<file path="config.mk">
export PLATFORM = sky130hd
export DESIGN_NAME = pcap_replay_scheduler
export DESIGN_NICKNAME = d
export VERILOG_FILES = /design/src/rtl/pcap_replay_scheduler.sv
export SDC_FILE = /design/constraint.sdc
export NUM_CORES = 1
export LEC_CHECK = 0
export ABC_AREA = 1
export CAP_MARGIN = 15
export CELL_PAD_IN_SITES_DETAIL_PLACEMENT = 0
export CELL_PAD_IN_SITES_GLOBAL_PLACEMENT = 1
export CORE_UTILIZATION = 35
export CTS_CLUSTER_DIAMETER = 60
export CTS_CLUSTER_SIZE = 30
export DETAILED_ROUTE_END_ITERATION = 6
export PLACE_DENSITY_LB_ADDON = 0.12
export SLEW_MARGIN = 15
export SYNTH_ARGS = -nofsm -noshare
export SYNTH_HDL_FRONTEND = slang
export SYNTH_SLANG_ARGS = --single-unit
</file>
<file path="constraint.sdc">
create_clock -name aclk -period 4.43 [get_ports aclk]
set_clock_uncertainty 0.15 [all_clocks]
set_input_delay 1.329 -clock aclk [delete_from_list [all_inputs] [get_ports aclk]]
set_output_delay 1.329 -clock aclk [all_outputs]
set_load 0.05 [all_outputs]
</file>
<file path="src/rtl/pcap_replay_scheduler.sv">
// Timestamp-paced packet release for the pcap replay path: holds each packet until the
// local microsecond time base reaches its record timestamp, then forwards incl_len octets.
module pcap_replay_scheduler #(
  parameter int DATA_WIDTH    = 64,
  parameter int CYCLES_PER_US = 156
) (
  input  logic                    aclk,
  input  logic                    aresetn,
  input  logic                    enable,
  input  logic                    pace_en,
  input  logic                    s_hdr_tvalid,
  output logic                    s_hdr_tready,
  input  logic [31:0]             s_hdr_ts_sec,
  input  logic [31:0]             s_hdr_ts_usec,
  input  logic [31:0]             s_hdr_incl_len,
  input  logic                    s_data_tvalid,
  output logic                    s_data_tready,
  input  logic [DATA_WIDTH/8-1:0] s_data_tstrb,
  input  logic [DATA_WIDTH-1:0]   s_data_tdata,
  output logic                    m_tvalid,
  input  logic                    m_tready,
  output logic [DATA_WIDTH/8-1:0] m_tstrb,
  output logic [DATA_WIDTH-1:0]   m_tdata,
  output logic                    m_tlast,
  output logic [31:0]             pkt_count,
  output logic                    late
);

  localparam int B     = DATA_WIDTH / 8;
  localparam int LOG2B = $clog2(B);
  localparam int PW    = (CYCLES_PER_US > 1) ? $clog2(CYCLES_PER_US) : 1;

  typedef enum logic [1:0] {ST_IDLE, ST_WAIT, ST_SEND} state_t;

  state_t           state_q;
  logic             started_q, started_d;
  logic [31:0]      now_sec_q, now_sec_d;
  logic [31:0]      now_usec_q, now_usec_d;
  logic [PW-1:0]    presc_q, presc_d;
  logic [31:0]      ts_sec_q, ts_usec_q;
  logic [LOG2B-1:0] rem_q;
  logic [32:0]      beats_q;
  logic [31:0]      pkt_count_q;
  logic             late_q;

  logic             hdr_fire, in_send, beat_fire, last_beat, due, late_now, presc_wrap;
  logic [32:0]      hdr_beats;
  logic [64:0]      ts_next;
  logic [B-1:0]     tail_mask;

  assign hdr_fire   = s_hdr_tvalid & s_hdr_tready;
  assign in_send    = (state_q == ST_SEND);
  assign beat_fire  = in_send & s_data_tvalid & m_tready;
  assign last_beat  = (beats_q == 33'd1);
  assign hdr_beats  = ({1'b0, s_hdr_incl_len} + 33'(B - 1)) >> LOG2B;
  assign presc_wrap = (presc_q == PW'(CYCLES_PER_US - 1));
  assign due        = !pace_en || ({now_sec_q, now_usec_q} >= {ts_sec_q, ts_usec_q});

  // Lateness threshold is ts + 1 us; the 33-bit seconds field keeps a ts_sec wrap from reading as late.
  assign ts_next  = (ts_usec_q == 32'd999999) ? {({1'b0, ts_sec_q} + 33'd1), 32'd0}
                                              : {1'b0, ts_sec_q, ts_usec_q + 32'd1};
  assign late_now = ({1'b0, now_sec_q, now_usec_q} > ts_next);

  always_comb begin
    tail_mask = '1;
    if (rem_q != '0) tail_mask = (B'(1) << rem_q) - B'(1);
  end

  assign s_hdr_tready  = aresetn & enable & (state_q == ST_IDLE);
  assign s_data_tready = in_send & m_tready;
  assign m_tvalid      = in_send & s_data_tvalid;
  assign m_tdata       = in_send ? s_data_tdata : '0;
  assign m_tlast       = in_send & last_beat;
  assign m_tstrb       = !in_send ? '0 : (last_beat ? (s_data_tstrb & tail_mask) : s_data_tstrb);
  assign pkt_count     = pkt_count_q;
  assign late          = late_q;

  // The time base starts from the first accepted timestamp, then free-runs while enabled.
  always_comb begin
    started_d  = started_q;
    now_sec_d  = now_sec_q;
    now_usec_d = now_usec_q;
    presc_d    = presc_q;
    if (hdr_fire && !started_q) begin
      started_d  = 1'b1;
      now_sec_d  = s_hdr_ts_sec;
      now_usec_d = s_hdr_ts_usec;
      presc_d    = '0;
    end else if (started_q && enable) begin
      if (presc_wrap) begin
        presc_d = '0;
        if (now_usec_q == 32'd999999) begin
          now_usec_d = '0;
          now_sec_d  = now_sec_q + 32'd1;
        end else begin
          now_usec_d = now_usec_q + 32'd1;
        end
      end else begin
        presc_d = presc_q + PW'(1);
      end
    end
  end

  always_ff @(posedge aclk or negedge aresetn) begin
    if (!aresetn) begin
      started_q  <= 1'b0;
      now_sec_q  <= '0;
      now_usec_q <= '0;
      presc_q    <= '0;
    end else begin
      started_q  <= started_d;
      now_sec_q  <= now_sec_d;
      now_usec_q <= now_usec_d;
      presc_q    <= presc_d;
    end
  end

  always_ff @(posedge aclk or negedge aresetn) begin
    if (!aresetn) begin
      state_q     <= ST_IDLE;
      ts_sec_q    <= '0;
      ts_usec_q   <= '0;
      rem_q       <= '0;
      beats_q     <= '0;
      pkt_count_q <= '0;
      late_q      <= 1'b0;
    end else begin
      case (state_q)
        ST_IDLE: begin
          if (hdr_fire) begin
            ts_sec_q  <= s_hdr_ts_sec;
            ts_usec_q <= s_hdr_ts_usec;
            rem_q     <= s_hdr_incl_len[LOG2B-1:0];
            beats_q   <= hdr_beats;
            if (s_hdr_incl_len == 32'd0) pkt_count_q <= pkt_count_q + 32'd1;
            else                         state_q     <= ST_WAIT;
          end
        end
        ST_WAIT: begin
          if (due) begin
            state_q <= ST_SEND;
            if (late_now) late_q <= 1'b1;
          end
        end
        ST_SEND: begin
          if (beat_fire) begin
            beats_q <= beats_q - 33'd1;
            if (last_beat) begin
              pkt_count_q <= pkt_count_q + 32'd1;
              state_q     <= ST_IDLE;
            end
          end
        end
        default: state_q <= ST_IDLE;
      endcase
    end
  end

endmodule
</file>
Yosys cells after proc, flatten, opt, wreduce, memory -nomap -nowiden. Cells that the tools add are included.

Shift-type cells: 1. Multiplexer cells: 30. Bitwise operators: 8. Reduce and logical (&&, ||, !) cells: 19. Add/sub/neg operators: 9. $lt $le $gt $ge: 2. Eq/ne operators: 12.

Operators by type and width (count): 32-bit two-way mux (12); 32-bit by 1-bit adder with 32-bit output (second input constant) (4); 33-bit two-way mux (2); 33-bit one-hot mux with 2 select lines (1); 64-bit by 65-bit greater-than comparator with 1-bit output (1); 65-bit two-way mux (1); 32-bit by 20-bit equality test with 1-bit output (second input constant) (2); 64-bit >= comparator (1); 64-bit two-way mux (1); 32-bit one-hot mux with 2 select lines (1); 8-bit two-way mux (6); 32-bit by 1-bit adder with 33-bit output (second input constant) (1); 32-bit by 3-bit adder with 33-bit output (second input constant) (1); 33-bit by 1-bit equality test with 1-bit output (second input constant) (1); 33-bit by 1-bit subtractor with 33-bit output (second input constant) (1); 32-bit logical NOT (1); 2-bit two-way mux (5); 5-bit AND reduction (2); 3-bit AND reduction (3); 8-bit by 1-bit adder with 8-bit output (second input constant) (1); 8-bit bitwise AND (1); 8-bit equality test (second input constant) (1); 2-bit nonzero test (4); 1-bit by 3-bit << shifter with 8-bit output (first input constant) (1); other kinds (13) (26).

Output and inout port bits: 109. Register bits: 208.

Longest topological paths before layout. Gate-level depths: netlist (run 1).

Depth in word-level cells: 6. Depth in mapped cells: 25. Mapped depth without buffers: 25.

Worst setup path before layout (run 1). Ideal clock, no wire load.

Path type: in2out. From: input s_data_tstrb[1]. To: output m_tstrb[1]. Path buffers: 0. Arrival time: 2.190 ns. Cell stages on the path: 2. Path slack: 0.761 ns. Cell sequence: nand2_1 > a31oi_1.

Cells in the longest elaborated chain, start to end: 3.

RTL lines: start: declaration (RTL line 18) `input logic [DATA_WIDTH/8-1:0] s_data_tstrb,`; 8-bit bitwise AND (RTL line 74) `assign m_tstrb = !in_send ? '0 : (last_beat ? (s_data_tstrb & tail_mask) : s_data_tstrb);`; 8-bit two-way mux * (2 in series) (RTL line 74); end: declaration (RTL line 22) `output logic [DATA_WIDTH/8-1:0] m_tstrb,`.

Mark *: on every way between the ends. The rest lies on a longest branch, timed or not.

Worst setup path after layout (run 1).
From: register beats_q[19]. To: output m_tlast.

Cells in the longest elaborated chain, start to end: 2.

RTL lines: start: declaration (RTL line 42) `logic [32:0] beats_q;`; start signal: assignment (RTL line 134) `beats_q <= hdr_beats;`; start signal: assignment (RTL line 147) `beats_q <= beats_q - 33'd1;`; 33-bit by 1-bit equality test with 1-bit output (RTL line 54) `assign last_beat = (beats_q == 33'd1);`; 1-bit bitwise AND (RTL line 73) `assign m_tlast = in_send & last_beat;`; end: declaration (RTL line 24) `output logic m_tlast,`.

Every way passes these cells.

==> results of run 1 <==
[metrics by stage]
stage / setup WS, ns / instances / hold slack, ns / utilization [%]
after floorplan: 0.7610 / 2732 / 0.3421 / -
after global placement: 0.3866 / 3646 / 0.3552 / 42.33
after detailed placement: 0.3403 / 3646 / 0.3685 / 42.33
after CTS: 0.1657 / 3703 / 0.3896 / 44.39
after global routing: 0.07733 / 3704 / 0.4132 / 44.45
final: 0.2259 / 3705 / 0.3658 / 44.45
[cell families (layout without fill, tap and decap cells)]
group                    after synthesis  in the layout  synth area share (%)
AO/OA/AOI/OAI                        424            424                 13.02
XOR/XNOR                             121            121                 5.775
adder cells (fa/ha/maj)              136            136                 9.273
buffers and inverters                440            732                 9.144
flip-flops                           208            208                 28.36
other                                  0              1                     0
AND/OR/NAND/NOR                     1403           1403                 34.43
[cells in the final DEF (no fill, tap or decap), drive strengths merged, types with 13 or more instances in the layout]
cell	netlist	final
a21oi	143	143
clkdlybuf4s50	0	207
nand3	160	160
clkinv	3	13
nor3	103	103
buf	22	98
xor2	100	100
inv	367	377
nand2	632	632
dfrtp	208	208
clkbuf	48	33
nor2	344	344
nand4	83	83
o21ai	177	177
or2	18	18
nor4	47	47
ha	136	136
xnor2	21	21
a22oi	42	42
o211ai	24	24
[tightest hold or removal path: cells and delay by family (launching register included)]
kind                   cells  cell delay (ns)
buffers and inverters      1             0.05
and+or+nand+nor            1             0.06
DFF                        1             0.38
[path summary, 6_finish.rpt]
path	slack (ns)	end	from	cells after the start
worst min register to register	0.37	late	late	2
max in group asynchronous	2.19	ts_sec_q[12]	aresetn	3
worst max-delay path	0.23	m_tlast	beats_q[19]	8
worst max register to register	0.44	late	ts_usec_q[0]	20
worst min-delay path	0.37	late	late	2
min in group asynchronous	0.68	now_usec_q[27]	aresetn	2
[per-layer routing]
metal / up-vias / wire, um / GRT usage [%]
li1: 9606 / - / -
met1: 8933 / 32010 / 34.68
met2: 464 / 30000 / 39.53
met3: 104 / 3328 / 3.644
met4: 2 / 1627 / 6.105
met5: - / 9 / 0
[power by group through the flow]
stage               clock, mW  combinational (mW)  sequential [mW]
global placement            0                4.56             2.97
detailed placement          0                4.63             2.97
CTS                      2.62                4.65             2.94
global route             2.69                5.23             3.02
finish                   2.57                4.63             2.95
floorplan                   0                3.26             2.78
[area by class of cell]
| class | count | area [um2] |
|---|---|---|
| timing repair buffer | 305 | 2898 |
| sequential | 208 | 5205 |
| clock buffer | 33 | 783.3 |
| fill | 5455 | 28610 |
| multi-input combinational | 2084 | 11490 |
| antenna | 1 | 2.502 |
| tap | 680 | 850.8 |
| clock inverter | 24 | 281.5 |
| inverter | 370 | 1390 |
[flip-flops by register name (all words and copies together), names as in the netlist]
signal and cells:
started_q 1, now_sec_q 32, presc_q 8, beats_q 33
ts_sec_q 32, rem_q 3, state_q 2, now_usec_q 32
ts_usec_q 32, late 1, pkt_count 32
==> impl_results.md, run 1 <==
- Status: finished clean
- Crit path kind: flop to primary output
- Final instance area: 22900 um2
- Final min period: 4.204 ns
- CTS sink cnt: 208
- Final wirelength: 66.98 mm
- GPL Wtd Cong: 0.9096
- HPWL after DPL: 53.07 mm
- DR WL/cell: 18.08 um
- MaxCap Viol Count: 0
- Total Routing Usage GR: 24.72%
- VDD IR max: 0.0003035 V
- Post-synth ARST share: 100.0%
- Post-route ant nets: 0
- H-tree Lvls: 1
- CP max stage cell: clkdlybuf4s50_1
- Seq pwr share: 29.1%
- Top-count cell post-synth: nand2_1
- DIE WIDTH: 231.0 um
- Post-CTS sizing: 0
- Number of synthesized flops with an enable pin: 0
- Top cells by area, synth: dfrtp_1 28%, nand2_1 13%, ha_1 9.3%
- Tot Pwr: 10.14 mW
- HP Class: flop to flop
- CTS tree: done
- Register area share after synthesis: 28.36%
- Warnings, synthesis: 0
- Crit path launch type: flop
- DIE HEIGHT: 231.0 um
- Most frequent cells after synthesis: 622 x nand2_1, 354 x inv_1, 317 x nor2_1
- IO Port Bufs: 283
- Count of different cell masters after synthesis: 57
- Switching share of power: 46.70%
- Cell family with most CP delay: buffers and inverters
- Die area: 53350 um2
- Clock share of power: 25.3%
- Req. time, crit path: 2.95 ns
- Setup Viol. Count Final: 0
- Vias in the first global route: 18.84k
- Cell mode on critical path: nor2_1
- Post-DP Area: 21800 um2
- I/O pin cnt: 284
- Clock Latency Late Sink: 0.59 ns
- Grt ovf: 0
- Register bit total from synthesis: 208
- Crit path buf inv count: 2
- Starting Density: 35.62%
- CP endpoint kind: primary output
- Logic gate share of total power: 45.6%
- DR vias: 19.11k
- Pwr Density: 443.1 nW/um2
- Drt via density: 5.158
- Critical Path Fanout Max: 4
- Share of the synthesized area in the top cell type: 28.36%
- Clock transition at path regs: 0.07 ns
- Count of final hold-check violations: 0
- Nets: 3311
- Share of layout cells above drive strength 1: 8.003%
- Internal cell power: 5.407 mW
- Post-synthesis cell count: 2732
- First-pass GRT wire length: 105.3 mm
- Placement Rows: 83
- Root buffer cell: clkbuf_16
- Lkg Pwr: 10.86 nW
- Crit path largest cell delay: 0.83 ns
- Period utilization: 94.90%
- Worst-Margin Slew: 0.8702 ns
- Slew margin rel.: 41.98%
- Clock Tree Buf Depth: 3
- Total iterations of the first detailed-routing run: 6
- RSZ-0062 raised after global routing: no
- Crit-path cells: nor2_1 > nand2_1 > nor2_1 > nand2_1 > inv_2 > nand4_4 > nor2_1 > clkdlybuf4s50_1
- Largest net degree at the start of global routing: 76
- Clock buffer count from CTS: 31
- Syn_nets: 3043
- 1st-iter DRT viols: 1265
- Hold buffers post-CTS: 0
- Core area: 51510 um2
- Pins Over Slew Limit: 0
- Netlist Area Pre-Place: 18350 um2
- Net Switching: 4.737 mW
- Postcts setup bufs: 0
- Fin Setup TNS: 0 ns
- Post-synth top area cell: dfrtp_1
- Max Clk Rate: 237.9 MHz
- Critical path arrival: 2.73 ns
- Main synth FF type: dfrtp_1
- # DRC: 0
- Synth Area per Inst: 6.717 um2
- Layout Area Growth over Synthesis: 24.78%
- Initial antenna violation count: 1
(Power assumes the default switching activity.)
==> run 2, diff against run 1 <==
--- a/config.mk
+++ b/config.mk
@@ -11,5 +11,4 @@
 export CELL_PAD_IN_SITES_GLOBAL_PLACEMENT = 1
 export CORE_UTILIZATION = 35
-export CTS_CLUSTER_DIAMETER = 60
 export CTS_CLUSTER_SIZE = 30
 export DETAILED_ROUTE_END_ITERATION = 6
==> constraint.sdc (replaced) <==
create_clock -name aclk -period 4.43 [get_ports aclk]
set_clock_uncertainty 0.15 [all_clocks]
set_input_delay 0.886 -clock aclk [delete_from_list [all_inputs] [get_ports aclk]]
set_output_delay 0.886 -clock aclk [all_outputs]
set_load 0.05 [all_outputs]
==> impl_results.md, run 2 (synthesis gave the netlist of run 1 again) <==
- Crit path buf inv count: 4
- GPL Wtd Cong: 0.9036
- Clock Tree Buf Depth: 3
- Clock buffer count from CTS: 29
- Crit path kind: flop to primary output
- CTS tree: done
- DR WL/cell: 18.33 um
- Post-layout util: 44.38%
- Crit-path cells: nor2_1 > nand2_1 > nor2_1 > nand2_1 > inv_2 > nand4_4 > nor2_1 > inv_1 > o311ai_0 > inv_1 > clkdlybuf4s50_1
- Nets: 3302
- MaxCap Viol Count: 0
- Crit path launch type: flop
- Worst-Margin Slew: 0.8684 ns
- H-tree Lvls: 1
- Die area: 53350 um2
- ANT cells: 0
- Starting Density: 35.62%
- Status: finished clean
- Final instance area: 22860 um2
- Final wirelength: 67.64 mm
- Share of layout cells above drive strength 1: 4.917%
- DR vias: 19.33k
- Post-CTS sizing: 0
- Crit path largest cell delay: 0.71 ns
- 1st-iter DRT viols: 1317
- Period utilization: 93.38%
- Most frequent cells in the layout: 621 x nand2_1, 353 x inv_1, 317 x nor2_1, 281 x clkdlybuf4s50_1, 208 x dfrtp_1
- Vias in the first global route: 18.73k
- Tot Pwr: 10.04 mW
- Lkg Pwr: 10.66 nW
- Setup WS pre-CTS: 0.6718 ns
- Cell family with most CP delay: buffers and inverters
- Critical Path Fanout Max: 4
- Clock Latency Late Sink: 0.58 ns
- Fin Setup TNS: 0 ns
- Max FFs per register: 33
- # DRC: 0
- Root buffer cell: clkbuf_16
- Final min period: 4.137 ns
- I/O pin cnt: 284
- DIE HEIGHT: 231.0 um
- Req. time, crit path: 3.39 ns
- Hold buffers post-CTS: 0
- Placement Rows: 83
- Clock transition at path regs: 0.06 ns
- CP endpoint kind: primary output
- Critical path arrival: 3.10 ns
- Largest net degree at the start of global routing: 113
- Post-route ant nets: 0
- Post-DP Area: 21900 um2
- Max Clk Rate: 241.7 MHz
- CP max stage cell: clkdlybuf4s50_1
- Count of final hold-check violations: 0
- Largest reg by FF count: beats_q
- Post-route setup slack: 0.2931 ns
- Core area: 51510 um2
- Postcts setup bufs: 0
- Grt ovf: 0
- Drt via density: 5.239
- Most common cell after layout, fill and taps aside: nand2_1
- DIE WIDTH: 231.0 um
- RSZ-0062 raised after global routing: no
- Pwr Density: 439.1 nW/um2
- Layout Area Growth over Synthesis: 24.59%
- VDD IR max: 0.0003017 V
- IO Port Bufs: 283
- Initial antenna violation count: 0
- Total Routing Usage GR: 25.09%
- CTS sink cnt: 208
- Setup Viol. Count Final: 0
- Cell mode on critical path: nor2_1
- Slew margin rel.: 42.11%
- First-pass GRT wire length: 106.7 mm
- Pins Over Slew Limit: 0
- HP Class: input port to async pin
- Total iterations of the first detailed-routing run: 6
- HPWL after DPL: 53.29 mm
## run 2: per-layer routing
metal,part of all wire [%],track usage (%)
met5,0,0
met4,1.8,4.656
met3,5.5,3.458
met2,45,39.77
met1,48,36.23
## run 2: worst register-to-register path: stages (launching register included)
cell	delay [ns]
dfrtp_1	0.43
ha_1	0.23
nand3_2	0.15
nor2_4	0.18
nand4_4	0.12
nor2_4	0.28
inv_2	0.14
nor2_4	0.15
nand4_2	0.15
inv_2	0.09
nand3_1	0.07
xor2_1	0.16
ha_1	0.32
nand2_1	0.08
nor2_1	0.15
nand2_1	0.09
nor4b_1	0.44
nand4_1	0.14
nand3_1	0.10
nand2_1	0.05
nand2_1	0.05
## run 2: where the power goes
| part | leakage (nW) | total [mW] | internal, mW | switching [mW] |
|---|---|---|---|---|
| clock network | 0.468 | 2.39 | 1.46 | 0.934 |
| registers | 2.42 | 2.96 | 2.35 | 0.603 |
| logic | 7.77 | 4.69 | 1.68 | 3.01 |
| total | 10.7 | 10.0 | 5.49 | 4.55 |
## run 2: worst paths after layout
kind / start / cells past startpoint / slack [ns] / to
worst max-delay path: beats_q[19] / 11 / 0.29 / m_tstrb[2]
worst min-delay path: aresetn / 1 / 0.06 / ts_usec_q[15]
worst max register to register: ts_usec_q[0] / 20 / 0.67 / late
worst min register to register: presc_q[1] / 1 / 0.38 / presc_q[1]
max in group asynchronous: aresetn / 2 / 2.88 / ts_sec_q[14]
min in group aclk: presc_q[1] / 1 / 0.38 / presc_q[1]
## run 2: cell type report
cell class	instances	area [um2]
tap	680	850.8
multi-input combinational	2084	11490
fill	5462	28650
inverter	370	1390
clock inverter	4	77.57
timing repair buffer	298	2973
sequential	208	5205
clock buffer	46	879.6
## run 2: metrics by stage
| stage | std cells | hold slack, ns |
|---|---|---|
| detailed placement | 3640 | 0.3676 |
| floorplan | 2732 | 0.3421 |
| CTS | 3690 | 0.06139 |
| global route | 3690 | 0.08598 |
| global placement | 3640 | 0.3619 |
| finish | 3690 | 0.06230 |
==> run 3, diff against run 2 <==
- GPL_ROUTABILITY_DRIVEN: unset -> 0
==> impl_results.md, run 3 (synthesis gave the netlist of run 1 again) <==
- Status: finished clean
- Critical Path Start: beats_q[19]
- First-pass GRT wire length: 105.9 mm
- DIE WIDTH: 231.0 um
- Clock buffer count from CTS: 28
- Grt ovf: 0
- Most frequent cells in the layout: 621 x nand2_1, 353 x inv_1, 317 x nor2_1, 281 x clkdlybuf4s50_1, 208 x dfrtp_1
- Internal cell power: 5.424 mW
- Crit path kind: flop to primary output
- IO Port Bufs: 283
- Setup Viol. Count Final: 0
- Period utilization: 92.74%
- Tot Pwr: 9.977 mW
- Vias in the first global route: 18.88k
- Crit path launch type: flop
- Post-route setup slack: 0.3217 ns
- Clock Tree Buf Depth: 3
- Lkg Pwr: 10.65 nW
- 1st-iter DRT viols: 1501
- Hold buffers post-CTS: 0
- DR WL/cell: 18.16 um
- CTS sink cnt: 208
- Largest reg by FF count: beats_q
- HP Class: input port to async pin
- Count of final hold-check violations: 0
- Worst-Margin Slew: 0.9240 ns
- Final min period: 4.108 ns
- MaxCap Viol Count: 0
- Post-route ant nets: 0
- Layout Area Growth over Synthesis: 24.37%
- CP endpoint kind: primary output
- I/O pin cnt: 284
- RSZ-0062 raised after global routing: no
- Switching share of power: 45.64%
- HPWL after DPL: 53.40 mm
- Seq pwr share: 29.7%
- VDD IR max: 0.0002915 V
- Postcts setup bufs: 0
- H-tree Lvls: 1
- # DRC: 0
- Clock share of power: 23.2%
- Fin Setup TNS: 0 ns
- FF-to-FF Start: ts_usec_q[0]
- Initial antenna violation count: 1
- Share of layout cells above drive strength 1: 4.987%
- Starting Density: 35.62%
- Placement Rows: 83
- Net Switching: 4.553 mW
- Clock Latency Late Sink: 0.56 ns
- Max FFs per register: 33
- Setup WS pre-CTS: 0.7417 ns
- Max Clk Rate: 243.4 MHz
- Non-filler cells, final: 3689
- Critical Path Fanout Max: 4
- Logic gate share of total power: 47.1%
- Pwr Density: 437.2 nW/um2
- Clock transition at path regs: 0.06 ns
- Core area: 51510 um2
- Final instance area: 22820 um2
- Slew margin rel.: 38.40%
- Req. time, crit path: 3.39 ns
- Post-CTS sizing: 0
- Post-DP Area: 21910 um2
- DR vias: 19.32k
- Critical path arrival: 3.07 ns
- Root buffer cell: clkbuf_16
- Placed cell count: 3642
- Most common cell after layout, fill and taps aside: nand2_1
- Pins Over Slew Limit: 0
- Total iterations of the first detailed-routing run: 6
- DIE HEIGHT: 231.0 um
- Nets: 3303
- Die area: 53350 um2
- Largest net degree at the start of global routing: 82
- Final wirelength: 67.01 mm
- Total Routing Usage GR: 24.85%
- CTS tree: done
- Drt via density: 5.236
[run 3: cell types whose count changed in the layout (fill, tap and decap cells not counted)]
cell	delta
buf_12	-1
buf_4	+3
clkbuf_1	-4
clkbuf_8	-3
clkinv_2	+4
diode_2	+1
inv_6	-1
[run 3: final timing paths]
kind                                  end  slack (ns)  cells past startpoint
setup / recovery               m_tstrb[2]        0.32                     11
min in group aclk              presc_q[1]        0.38                      1
hold reg to reg                presc_q[1]        0.38                      1
max in group asynchronous     beats_q[25]        2.17                      3
hold / removal             now_usec_q[27]        0.04                      1
setup reg to reg                     late        0.75                     20
[run 3: per-layer routing]
layer  vias up  GRT usage (%)  wire, um
li1       9597              -         -
met1      9090          35.45     31650
met2       548          39.90     30410
met4         0          5.360      1291
met3        81          3.014      3660
met5         -              0         0
[run 3: worst max-delay path: stages, from the launching register on]
cell,delay [ns]
dfrtp_1,0.41
nor2_1,0.20
nand2_1,0.13
nor2_1,0.13
nand2_1,0.09
inv_2,0.08
nand4_4,0.13
nor2_1,0.17
inv_1,0.09
o311ai_0,0.30
inv_1,0.07
clkdlybuf4s50_1,0.71
[run 3: stage by stage]
step,util [%],hold slack (ns)
2_1_floorplan,-,0.3421
3_3_place_gp,42.53,0.3661
3_5_place_dp,42.53,0.3686
4_1_cts,44.30,0.03209
5_1_grt,44.31,0.04699
6_report,44.31,0.03528
[run 3: final cells by class]
class                      count  area (um2)
multi-input combinational   2084       11490
clock buffer                  39       823.3
inverter                     370        1390
antenna                        1       2.502
fill                        5460       28690
clock inverter                 7       88.84
timing repair buffer         300        2975
tap                          680       850.8
sequential                   208        5205
[run 3: power groups by stage]
stage / logic [mW] / clock network [mW] / registers (mW)
6_report: 4.70 / 2.31 / 2.96
5_1_grt: 5.29 / 2.43 / 3.04
4_1_cts: 4.71 / 2.37 / 2.95
3_5_place_dp: 4.68 / 0 / 2.97
3_3_place_gp: 4.63 / 0 / 2.98
2_1_floorplan: 3.26 / 0 / 2.78
